$ cat src/rtl/ex_hazard_ctrl.sv
// rtl/ex_hazard_ctrl.sv - execute-stage hazard detection and operand bypass control
//
// Decodes the instruction held in IF/ID. It keeps shadow copies of the destination
// information for the ID/EX (EX slot) and EX/MEM (MEM slot) instructions. From these
// it produces registered bypass selects and a combinational load-use stall.
//
// Ports:
//   clk                  - clock, rising edge
//   rst_n                - asynchronous active-low reset
//   ifid_ir[31:0]        - instruction currently in ID
//   flush                - squash the ID instruction (bubble into ID/EX)
//   stall                - combinational load-use stall to the front end
//   bypassA*/bypassB*    - registered operand selects for the ID/EX instruction
//   stall_cnt[CNT_W-1:0] - saturating count of stall cycles since reset
module ex_hazard_ctrl #(
    parameter logic [5:0] LW_OP      = 6'd35,
    parameter logic [5:0] SW_OP      = 6'd43,
    parameter logic [5:0] ALU_OP     = 6'd0,
    parameter logic [5:0] CINDC_OP   = 6'd47,
    parameter logic [5:0] BEQINIT_OP = 6'd4,
    parameter int         CNT_W      = 16
) (
    input  logic             clk,
    input  logic             rst_n,
    input  logic [31:0]      ifid_ir,
    input  logic             flush,
    output logic             stall,
    output logic             bypassAfromMEM,
    output logic             bypassAfromALUinWB,
    output logic             bypassAfromLWinWB,
    output logic             bypassBfromMEM,
    output logic             bypassBfromALUinWB,
    output logic             bypassBfromLWinWB,
    output logic [CNT_W-1:0] stall_cnt
);

    logic [5:0] op;
    logic [4:0] rs, rt, rd;

    assign op = ifid_ir[31:26];
    assign rs = ifid_ir[25:21];
    assign rt = ifid_ir[20:16];
    assign rd = ifid_ir[15:11];

    // Decoded view of the ID instruction
    logic       uses_rs, uses_rt;
    logic [4:0] id_dst;
    logic       id_wr, id_ld;

    // Shadow slots
    logic [4:0] ex_dst, mem_dst;
    logic       ex_wr, ex_ld, mem_wr, mem_ld;

    // Next-state bypass selects
    logic a_mem, a_alu_wb, a_lw_wb;
    logic b_mem, b_alu_wb, b_lw_wb;
    logic bubble;

    always_comb begin
        uses_rs = 1'b0;
        uses_rt = 1'b0;
        id_dst  = 5'd0;
        id_ld   = 1'b0;
        if (op == ALU_OP || op == CINDC_OP) begin
            uses_rs = 1'b1;
            uses_rt = 1'b1;
            id_dst  = rd;
        end else if (op == LW_OP) begin
            uses_rs = 1'b1;
            id_dst  = rt;
            id_ld   = 1'b1;
        end else if (op == SW_OP) begin
            uses_rs = 1'b1;
            uses_rt = 1'b1;
        end
        // BEQINIT_OP and unknown opcodes fall through: no reads, no write.
        // Writing r0 has no architectural effect, so it never produces a bypass.
        id_wr = (id_dst != 5'd0);
    end

    // A load still in EX cannot forward yet; the dependent instruction must wait a cycle.
    assign stall = !flush && ex_ld && ex_wr &&
                   ((uses_rs && rs == ex_dst) || (uses_rt && rt == ex_dst));

    assign bubble = stall || flush;

    // The EX-slot producer is younger than the MEM-slot one, so it masks the WB paths.
    always_comb begin
        a_mem    = uses_rs && ex_wr && !ex_ld && (rs == ex_dst);
        a_alu_wb = uses_rs && !a_mem && mem_wr && !mem_ld && (rs == mem_dst);
        a_lw_wb  = uses_rs && !a_mem && mem_wr &&  mem_ld && (rs == mem_dst);
        b_mem    = uses_rt && ex_wr && !ex_ld && (rt == ex_dst);
        b_alu_wb = uses_rt && !b_mem && mem_wr && !mem_ld && (rt == mem_dst);
        b_lw_wb  = uses_rt && !b_mem && mem_wr &&  mem_ld && (rt == mem_dst);
    end

    always_ff @(posedge clk or negedge rst_n) begin
        if (!rst_n) begin
            ex_dst             <= 5'd0;
            ex_wr              <= 1'b0;
            ex_ld              <= 1'b0;
            mem_dst            <= 5'd0;
            mem_wr             <= 1'b0;
            mem_ld             <= 1'b0;
            bypassAfromMEM     <= 1'b0;
            bypassAfromALUinWB <= 1'b0;
            bypassAfromLWinWB  <= 1'b0;
            bypassBfromMEM     <= 1'b0;
            bypassBfromALUinWB <= 1'b0;
            bypassBfromLWinWB  <= 1'b0;
            stall_cnt          <= '0;
        end else begin
            mem_dst <= ex_dst;
            mem_wr  <= ex_wr;
            mem_ld  <= ex_ld;
            if (bubble) begin
                ex_dst             <= 5'd0;
                ex_wr              <= 1'b0;
                ex_ld              <= 1'b0;
                bypassAfromMEM     <= 1'b0;
                bypassAfromALUinWB <= 1'b0;
                bypassAfromLWinWB  <= 1'b0;
                bypassBfromMEM     <= 1'b0;
                bypassBfromALUinWB <= 1'b0;
                bypassBfromLWinWB  <= 1'b0;
            end else begin
                ex_dst             <= id_dst;
                ex_wr              <= id_wr;
                ex_ld              <= id_ld;
                bypassAfromMEM     <= a_mem;
                bypassAfromALUinWB <= a_alu_wb;
                bypassAfromLWinWB  <= a_lw_wb;
                bypassBfromMEM     <= b_mem;
                bypassBfromALUinWB <= b_alu_wb;
                bypassBfromLWinWB  <= b_lw_wb;
            end
            if (stall && stall_cnt != {CNT_W{1'b1}}) begin
                stall_cnt <= stall_cnt + 1'b1;
            end
        end
    end

endmodule

$ cat config.mk
export PLATFORM = sky130hd
export DESIGN_NAME = ex_hazard_ctrl
export DESIGN_NICKNAME = d
export VERILOG_FILES = /design/src/rtl/ex_hazard_ctrl.sv
export SDC_FILE = /design/constraint.sdc
export NUM_CORES = 1
export LEC_CHECK = 0
export ABC_CLOCK_PERIOD_IN_PS = 2700
export CORE_ASPECT_RATIO = 2
export CORE_UTILIZATION = 25
export CTS_CLUSTER_SIZE = 40
export DETAILED_ROUTE_END_ITERATION = 12
export SLEW_MARGIN = 25
export SYNTH_ARGS = -nofsm -noshare
export SYNTH_HDL_FRONTEND = slang
export SYNTH_SLANG_ARGS = --single-unit
$ cat constraint.sdc
create_clock -name clk -period 2.7 [get_ports clk]
set_input_delay 0.405 -clock clk [delete_from_list [all_inputs] [get_ports clk]]
set_output_delay 0.405 -clock clk [all_outputs]
set_load 0.02 [all_outputs]
==> results of run 1 <==
## routing by layer
layer  vias to the layer above  routed length (um)  GRT usage [%]
met3                        13                 185          2.555
met2                        44                3021          26.47
li1                        809                   -              -
met4                         0                 190          9.091
met5                         -                   0              0
met1                       831                1912          13.04
## kinds of logic (layout without fill, tap and decap cells)
group           count (synthesis)  after routing
buf+inv                         8             89
compound gates                 32             32
mux                             3              3
simple gates                   61             61
fa+ha+maj                       1              1
xor+xnor                       33             33
flops                          36             36
## sequential cells by signal, indices dropped and copies added (netlist names)
signal and flops:
bypassBfromALUinWB 1, bypassBfromMEM 1, ex_ld 1, bypassAfromMEM 1, bypassBfromLWinWB 1, mem_ld 1
bypassAfromLWinWB 1, mem_dst 5, bypassAfromALUinWB 1, ex_dst 5, ex_wr 1, mem_wr 1
stall_cnt 16
## area by class of cell
class / instances / area, um^2 / area share, %
inverters: 4 / 15.01 / 0.5307
clock buffers: 8 / 146.4 / 5.175
well taps: 92 / 115.1 / 4.069
flip-flops and latches: 36 / 900.9 / 31.84
multi-input cells: 130 / 963.4 / 34.06
repair buffers: 77 / 688.2 / 24.33
## cell usage in the layout, fill, tap and decap left out, drive strengths merged, types with 2 or more instances in the layout
cell type	instances
clkdlybuf4s50	45
dfrtp	36
buf	31
xor2	29
nor3	11
nand3	9
a2111oi	9
clkbuf	9
nand2	8
nor2	7
a211oi	6
nor4	5
a22oi	5
nand4	4
inv	4
xnor2	4
a21oi	3
nand2b	3
or4	3
o21ai	3
nor2b	2
o211ai	2
o2111ai	2
and3	2
mux2	2
or2	2
o22ai	2
## worst paths after layout
| path | endpoint |
|---|---|
| setup / recovery | stall_cnt[11] |
| hold / removal | mem_ld |
| setup reg to reg | stall_cnt[11] |
| hold reg to reg | mem_ld |
| max in group asynchronous | bypassAfromALUinWB |
| min in group asynchronous | mem_dst[0] |
## critical path: stages
cell and delay [ps]:
clkdlybuf4s50_1 450, or4_4 550, o22ai_2 230, nand3_4 90, buf_4 220, a2111oi_0 530
buf_4 200, xor2_1 130
## power breakdown
group / internal (mW) / leakage (nW) / switching, mW
Clock: 0.368 / 0.0712 / 0.211
Sequential: 0.542 / 0.492 / 0.00191
Combinational: 0.0595 / 0.668 / 0.0507
Total: 0.969 / 1.23 / 0.264
## through the flow
step                      std cells  hold WS (ps)  total power, mW  util, %
final                           347         427.0            1.233    38.64
after global routing            347         440.6            1.282    38.64
after CTS                       347         425.8            1.254    38.67
after global placement          339         412.5           0.6634    36.69
after detailed placement        339         412.7           0.6645    36.69
after floorplan                 174         109.4           0.5812        -
## repair_timing
| action | 4_1_cts | 5_1_grt |
|---|---|---|
| resized for setup | 1 | 3 |
| setup endpoints to repair | 1 | 2 |
| cloned | 0 | 0 |
| pin swaps | 0 | 0 |
==> impl_metrics.yaml, run 1 <==
run_status:
  outcome: "complete, no violations"
synthesis:
  synth_compound_area_share_pct: 14.38
  synth.yosys.seq_area_share_pct: 47.28
  yosys.area_share.simple_pct: 18.58
  synth_xor_area_share_pct: 15.17
  synth_fa_ha_area_share_pct: 0.6566
  ys_seq_elements: 36
  synth_area_um2: 1906
  synth_commonest_cells: "dfrtp_1, xor2_1, nor3_1, nand2_1"
  synth_top_cell_area_share_pct: 47.28
  yosysTopAreaCell: "dfrtp_1"
  synth_most_common_cell: "dfrtp_1"
  synthFlopType: "dfrtp_1"
  synth-edff-count: 0
  synth_cell_types: 42
  synth_fp_nets: 210
  synthArstFlopShare_pct: 100.0
  synth_top_family_by_area: "simple AND/OR/NAND/NOR gates"
  synthMuxAreaShare_pct: 1.707
  synthCells: 174
  avgSynthCellArea_um2: 10.95
  synthTopCellsByArea: "dfrtp_1, xor2_1, nor3_1, a2111oi_0, a211oi_1"
  ys_warn_count: 0
clock_tree:
  clk_latency_ps: 280
  cts-buffers-inserted: 5
  clockBufferDepth: 2
  cts_num_sinks: 36
  cts_root_buf: "clkbuf_16"
  post-cts-setup-buffer-count: 0
  path_clk_slew_ps: 50
  h-tree-depth: 2
  cts_tree: "done"
  postCtsHoldBufs: 0
route:
  drc: 0
  vias: 1697
  firstDrtPassIters: 4
  wirelength_mm: 5.309
  via_per_inst: 4.890
  drtIter0Drc: 63
  final_antenna_net_count: 0
  wire_per_inst_um: 15.30
cells_and_area:
  final_area_um2: 2829
  fin_nets: 290
  fillers: 742
  drive_gt1_share_pct: 19.22
  synthToLayoutAreaGrowth_pct: 48.46
  n_antenna_cell: 0
floorplan:
  initial_utilization_pct: 26.03
  die_area_um2: 7997
  fp.dieW_um: 63.74
  io_pins: 58
  die_height_um: 125.5
  rows: 44
  fp.coreArea_um2: 7322
sta:
  final_max_slew_viol_count: 0
  slew_headroom_pct: 64.07
  finClkSkew_ps: 1.681
  max_freq_mhz: 385.0
  setup_viol: 0
  fin_tns_setup_ps: 0
  grt_setup_unrepaired: "false"
  hold_viol: 0
  fin_crit_sh_pct: 96.20
  post-route-min-period_ps: 2597
  layout_setup_ws_ps: 102.7
  tightest_slew_ps: 525.4
grt:
  grt_use_total_pct: 13.98
  grt_pass1_wl_mm: 8.355
  grt_max_degree: 37
  grt_pass1_vias: 1776
  antenna_found_initial: 0
  grt_overflow: 0
pwr:
  power_density_nw_per_um2: 435.8
  p_leak_nw: 1.231
  ir_drop_mv: 0.3701
critical_path:
  reg2reg_depth: 6
  criticalPathCategory: "in -> reg"
  r2r-start: "stall_cnt[3]"
  crit_path_start_kind: "input pin"
  cp_max_fo: 17
  reg2reg_setup_slack_ps: 410
  cp-startpoint: "ifid_ir[27]"
  crit_required_ps: 2910
  worstSetupEndpointType: "flip-flop"
  worstPathArrival_ps: 2800
place:
  portBuffers: 46
  place_area_um2: 2686
  gp_congestion: 0.8439
  place_ws_ps: -244.9
  place.detailed.hpwl_mm: 4.019
hold_path:
  min_path_cells: 0
  hold_class: "reg -> reg"
  min_from: "ex_ld"
run:
  drv_cap: 0
(Power assumes the default switching activity.)
==> run 2: changes to the inputs <==
--- a/config.mk
+++ b/config.mk
@@ -7,10 +7,10 @@
 export LEC_CHECK = 0
 export ABC_CLOCK_PERIOD_IN_PS = 2700
 export CORE_ASPECT_RATIO = 2
-export CORE_UTILIZATION = 25
+export CORE_UTILIZATION = 47
 export CTS_CLUSTER_SIZE = 40
 export DETAILED_ROUTE_END_ITERATION = 12
-export SLEW_MARGIN = 25
+export PLACE_DENSITY = 0.8
 export SYNTH_ARGS = -nofsm -noshare
 export SYNTH_HDL_FRONTEND = slang
 export SYNTH_SLANG_ARGS = --single-unit
==> run 2 against run 1 <==
  * Power decreased by 9.5%
  * Die area decreased by 46%
  * Cell count decreased by 13%
  * Register-to-register slack improved by 20 ps
  * Non-clock buffer count decreased by 3
  * First-iteration DRC count decreased by 68%
  * Fmax increased by 1.4%
  * Sequential power about the same
  * Combinational power decreased by 5%
  * Final area decreased by 4.0%
  * Setup slack improved by 36 ps
  * Clock-buffer cell count decreased by 2
  * Critical endpoint is now stall_cnt[6]
  * Largest cell class unchanged
==> impl_metrics.yaml, run 2 (synthesis gave the netlist of run 1 again) <==
cells_and_area:
  reg_top3: "stall_cnt (16), ex_dst (5), mem_dst (5)"
  drive_gt1_share_pct: 18.65
  final_common_cell: "clkdlybuf4s50_1"
  top_register: "stall_cnt"
  mostFrequentLayoutCells: "clkdlybuf4s50_1, dfrtp_1, xor2_1"
  seq_area_um2: 900.9
  fin_nets: 287
  final_cells: 303
  fillers: 306
  synthToLayoutAreaGrowth_pct: 42.48
  largest_reg_flops: 16
  n_antenna_cell: 0
  final_area_um2: 2715
  multi_input_area_um2: 962.2
route:
  firstDrtPassIters: 4
  drtIter0Drc: 20
  vias: 1663
  wirelength_mm: 4.799
  wire_per_inst_um: 15.84
  final_antenna_net_count: 0
  drc: 0
  via_per_inst: 5.488
grt:
  antenna_found_initial: 0
  grt_max_degree: 37
  grt_pass1_vias: 1697
  grt_pass1_wl_mm: 7.300
  grt_overflow: 0
  grt_use_total_pct: 24.09
pwr:
  pwr-share-clk_pct: 41.9
  share_seq_of_total_power_pct: 48.6
  ir_drop_mv: 0.4076
  power_density_nw_per_um2: 411.1
  totalPowerFinal_mw: 1.116
  swShare_pct: 21.83
  power_frac_comb_pct: 9.4
  p_leak_nw: 1.199
  intPower_mw: 0.8725
  p_switching_mw: 0.2436
clock_tree:
  cts_num_sinks: 36
  h-tree-depth: 2
  clockBufferDepth: 2
  clk_latency_ps: 290
  cts-buffers-inserted: 5
  cts_root_buf: "clkbuf_8"
  cts_tree: "done"
  path_clk_slew_ps: 70
sta:
  post-route-min-period_ps: 2561
  final_max_slew_viol_count: 0
  grt_setup_unrepaired: "false"
  tightest_slew_ps: 497.2
  hold_viol: 0
  fin_crit_sh_pct: 94.86
  finClkSkew_ps: 8.454
  slew_headroom_pct: 66.00
  max_freq_mhz: 390.4
  setup_viol: 0
place:
  gp_congestion: 0.7961
  place.detailed.hpwl_mm: 3.594
  place_area_um2: 2613
  portBuffers: 46
  dp.cells: 295
critical_path:
  criticalPathCategory: "in -> reg"
  worstSetupEndpointType: "flip-flop"
  reg2reg_setup_slack_ps: 430
  worstPathArrival_ps: 2780
  crit_required_ps: 2920
  crit_path_start_kind: "input pin"
  cp_max_fo: 17
run_status:
  outcome: "complete, no violations"
floorplan:
  io_pins: 58
  die_area_um2: 4329
  fp.coreArea_um2: 3884
  rows: 32
  fp.dieW_um: 47.03
  die_height_um: 92.05
  initial_utilization_pct: 49.07
run:
  drv_cap: 0
hold_path:
  hold_class: "reg -> reg"
## run 2: critical path, cell delays in order
cell             delay, ps
clkdlybuf4s50_1        440
or4_4                  560
o22ai_2                230
nand3_4                 80
buf_4                  210
a2111oi_0              510
buf_4                  200
xor2_1                 140
## run 2: through the flow
| stage | utilization (%) | TNS [ps] | setup WS, ps | hold slack [ps] |
|---|---|---|---|---|
| 2_1_floorplan | - | 0 | 462.4 | 109.4 |
| 3_3_place_gp | 67.27 | -673.4 | -240.4 | 412.4 |
| 3_5_place_dp | 67.27 | -792.4 | -232.1 | 423.5 |
| 4_1_cts | 70.01 | 0 | 37.34 | 440.4 |
| 5_1_grt | 69.91 | 0 | 48.25 | 454.1 |
| 6_report | 69.91 | 0 | 138.7 | 442.1 |
## run 2: timing repair
action	in CTS	in global routing
resized for setup	1	2
hold buffers	0	0
setup endpoints to repair	1	1
setup buffers	0	0
pin swaps	0	0
## run 2: final timing paths
kind | cells past startpoint | end | from
worst max-delay path | 8 | stall_cnt[6] | ifid_ir[26]
worst min-delay path | 0 | mem_dst[3] | ex_dst[3]
worst max register to register | 6 | stall_cnt[15] | stall_cnt[3]
worst min register to register | 0 | mem_dst[3] | ex_dst[3]
max in group asynchronous | 2 | bypassBfromALUinWB | rst_n
min in group asynchronous | 2 | mem_dst[4] | rst_n
## run 2: power groups by stage
stage / combinational [mW] / sequential (mW) / clock [mW]
2_1_floorplan: 0.0281 / 0.553 / 0
5_1_grt: 0.114 / 0.543 / 0.494
3_5_place_dp: 0.106 / 0.553 / 0
3_3_place_gp: 0.105 / 0.553 / 0
4_1_cts: 0.107 / 0.543 / 0.478
6_report: 0.105 / 0.543 / 0.468
## run 2: routing by layer
metal | track usage, % | up-vias | share of wire, %
met5 | 0 | - | 0
met4 | 13.33 | 0 | 3.3
met3 | 3.150 | 12 | 2.7
met2 | 45.25 | 44 | 59
met1 | 22.06 | 808 | 35
li1 | - | 799 | -
## run 2: layout make-up
cell class                      count  area share, %
Timing Repair Buffer               74          24.52
Multi-Input combinational cell    130          35.44
Inverter                            4         0.5530
Tap cell                           51          2.350
Clock inverter                      2          1.290
Sequential cell                    36          33.18
Clock buffer                        6          2.673
==> run 3: changes to the inputs <==
==> config.mk (replaced) <==
export PLATFORM = sky130hd
export DESIGN_NAME = ex_hazard_ctrl
export DESIGN_NICKNAME = d
export VERILOG_FILES = /design/src/rtl/ex_hazard_ctrl.sv
export SDC_FILE = /design/constraint.sdc
export NUM_CORES = 1
export LEC_CHECK = 0
export ABC_CLOCK_PERIOD_IN_PS = 3100
export CORE_ASPECT_RATIO = 2
export CORE_UTILIZATION = 48
export CTS_CLUSTER_SIZE = 40
export DETAILED_ROUTE_END_ITERATION = 12
export PLACE_DENSITY = 0.82
export SYNTH_ARGS = -nofsm -noshare
export SYNTH_HDL_FRONTEND = slang
export SYNTH_SLANG_ARGS = --single-unit
==> constraint.sdc (replaced) <==
create_clock -name clk -period 3.1 [get_ports clk]
set_input_delay 0.465 -clock clk [delete_from_list [all_inputs] [get_ports clk]]
set_output_delay 0.465 -clock clk [all_outputs]
set_load 0.02 [all_outputs]
==> run 3 against run 2 <==
  * Die area is 2.0% lower
  * Critical path depth is 2 lower
  * Routed wire length is 3.4% lower
  * Via count is 3.3% lower
  * Global-route usage is 0.22 points lower
  * Flip-flop and latch count stayed put
==> impl_metrics.yaml, run 3 (synthesis gave the netlist of run 1 again) <==
clock_tree:
  cts-buffers-inserted: 5
  cts_tree: "done"
  path_clk_slew_ps: 70
  post-cts-setup-buffer-count: 0
  cts_num_sinks: 36
  h-tree-depth: 2
  clk_latency_ps: 290
  cts_root_buf: "clkbuf_8"
  clockBufferDepth: 2
critical_path:
  reg2reg_setup_slack_ps: 790
  cp_max_fo: 3
  worstSetupEndpointType: "output pin"
  crit_required_ps: 2630
  reg2reg_depth: 5
  crit_path_start_kind: "input pin"
  worstPathArrival_ps: 2240
  rr_endpoint: "stall_cnt[11]"
  cp-startpoint: "ifid_ir[26]"
  crit_path_cell_trace: "clkdlybuf4s50_1, or4_4, o22ai_2, nand3_4, a21oi_1, dlymetal6s2s_1"
  cp_slowest_cell: "or4_4"
  cpPeakStageDelay_ps: 570
  path_buf_inv: 2
  r2r-start: "stall_cnt[3]"
  crit_family: "buffers and inverters"
  criticalPathCategory: "in -> out"
sta:
  tightest_slew_ps: 678.8
  setup_viol: 0
  max_freq_mhz: 369.8
  hold_viol: 0
  slew_headroom_pct: 54.58
  final_max_slew_viol_count: 0
  fin_crit_sh_pct: 87.22
  fin_tns_setup_ps: 0
  layout_setup_ws_ps: 396.1
  grt_setup_unrepaired: "false"
  post-route-min-period_ps: 2704
  finClkSkew_ps: 8.445
route:
  vias: 1608
  wire_per_inst_um: 16.27
  met1_length_mm: 1.654
  via_per_inst: 5.642
  drtIter0Drc: 46
  met2_length_mm: 2.634
  met3RoutedLength_um: 197
  top_layer_used: "met4"
  firstDrtPassIters: 4
  wirelength_mm: 4.637
  final_antenna_net_count: 0
  drc: 0
run_status:
  outcome: "complete, no violations"
pwr:
  ir_drop_mv: 0.4221
  p_leak_nw: 1.126
  totalPowerFinal_mw: 0.9618
  power_density_nw_per_um2: 371.7
cells_and_area:
  largest_reg_flops: 16
  top_register: "stall_cnt"
  drive_gt1_share_pct: 11.97
  mostFrequentLayoutCells: "clkdlybuf4s50_1, dfrtp_1, xor2_1"
  utilization_pct: 67.32
  fin_nets: 269
  final_area_um2: 2587
  n_antenna_cell: 0
  reg_top3: "stall_cnt (16), ex_dst (5), mem_dst (5)"
  synthToLayoutAreaGrowth_pct: 35.78
  final_common_cell: "clkdlybuf4s50_1"
hold_path:
  min_path_cells: 0
  whs_endpoint: "mem_dst[1]"
  min_from: "ex_dst[1]"
  hold_class: "reg -> reg"
place:
  portBuffers: 46
  place_ws_ps: 23.63
  place_area_um2: 2477
  place.detailed.hpwl_mm: 3.364
  gp_congestion: 0.8294
grt:
  grt_pass1_wl_mm: 7.307
  antenna_found_initial: 0
  grt_use_total_pct: 23.87
  grt_overflow: 0
  grt_max_degree: 37
  grt_pass1_vias: 1583
floorplan:
  fp.dieW_um: 46.56
  io_pins: 58
  rows: 32
  die_height_um: 91.11
  die_area_um2: 4241
  initial_utilization_pct: 49.58
  fp.coreArea_um2: 3844
run:
  drv_cap: 0
==> run 3: cell count changes in the layout (fill, tap and decap cells not counted) <==
cell,previous run,this run
buf_4,28,10
clkbuf_2,1,0
dlymetal6s2s_1,0,1
==> run 3: layout make-up <==
cell class / instances / area, um^2
Inverter: 4 / 15.01
Clock buffer: 6 / 72.57
Timing Repair Buffer: 56 / 538.0
Fill cell: 326 / 1256
Clock inverter: 2 / 35.03
Tap cell: 51 / 63.81
Multi-Input combinational cell: 130 / 962.2
Sequential cell: 36 / 900.9
==> run 3: routing by layer <==
layer	vias up	track usage, %
met5	-	0
met4	0	11.52
met3	12	4.175
met2	54	41.44
met1	777	25.59
li1	765	-
==> run 3: per-stage QoR <==
stage | hold WS (ps) | cells
after detailed placement | 422.1 | 277
final | 440.4 | 285
after CTS | 437.6 | 285
after global routing | 446.3 | 285
after global placement | 416.9 | 277
after floorplan | 169.4 | 174
==> run 3: power breakdown <==
group          internal (mW)  switching (mW)
Combinational         0.0414          0.0411
Clock                  0.239           0.168
Sequential             0.471         0.00167
==> run 3: what timing repair did <==
item,4_1_cts,5_1_grt
hold buffers,0,0
gates resized for setup,0,1
endpoints found under the setup margin,0,1
==> run 3: worst max-delay path by stage <==
stage / end / slack [ps] / depth (start not counted)
finish: stall / 400 / 6
global route: stall / 320 / 6
CTS: stall / 6 / 6
detailed placement: stall / 20 / 6
global placement: stall / 50 / 6
floorplan: stall / 740 / 5
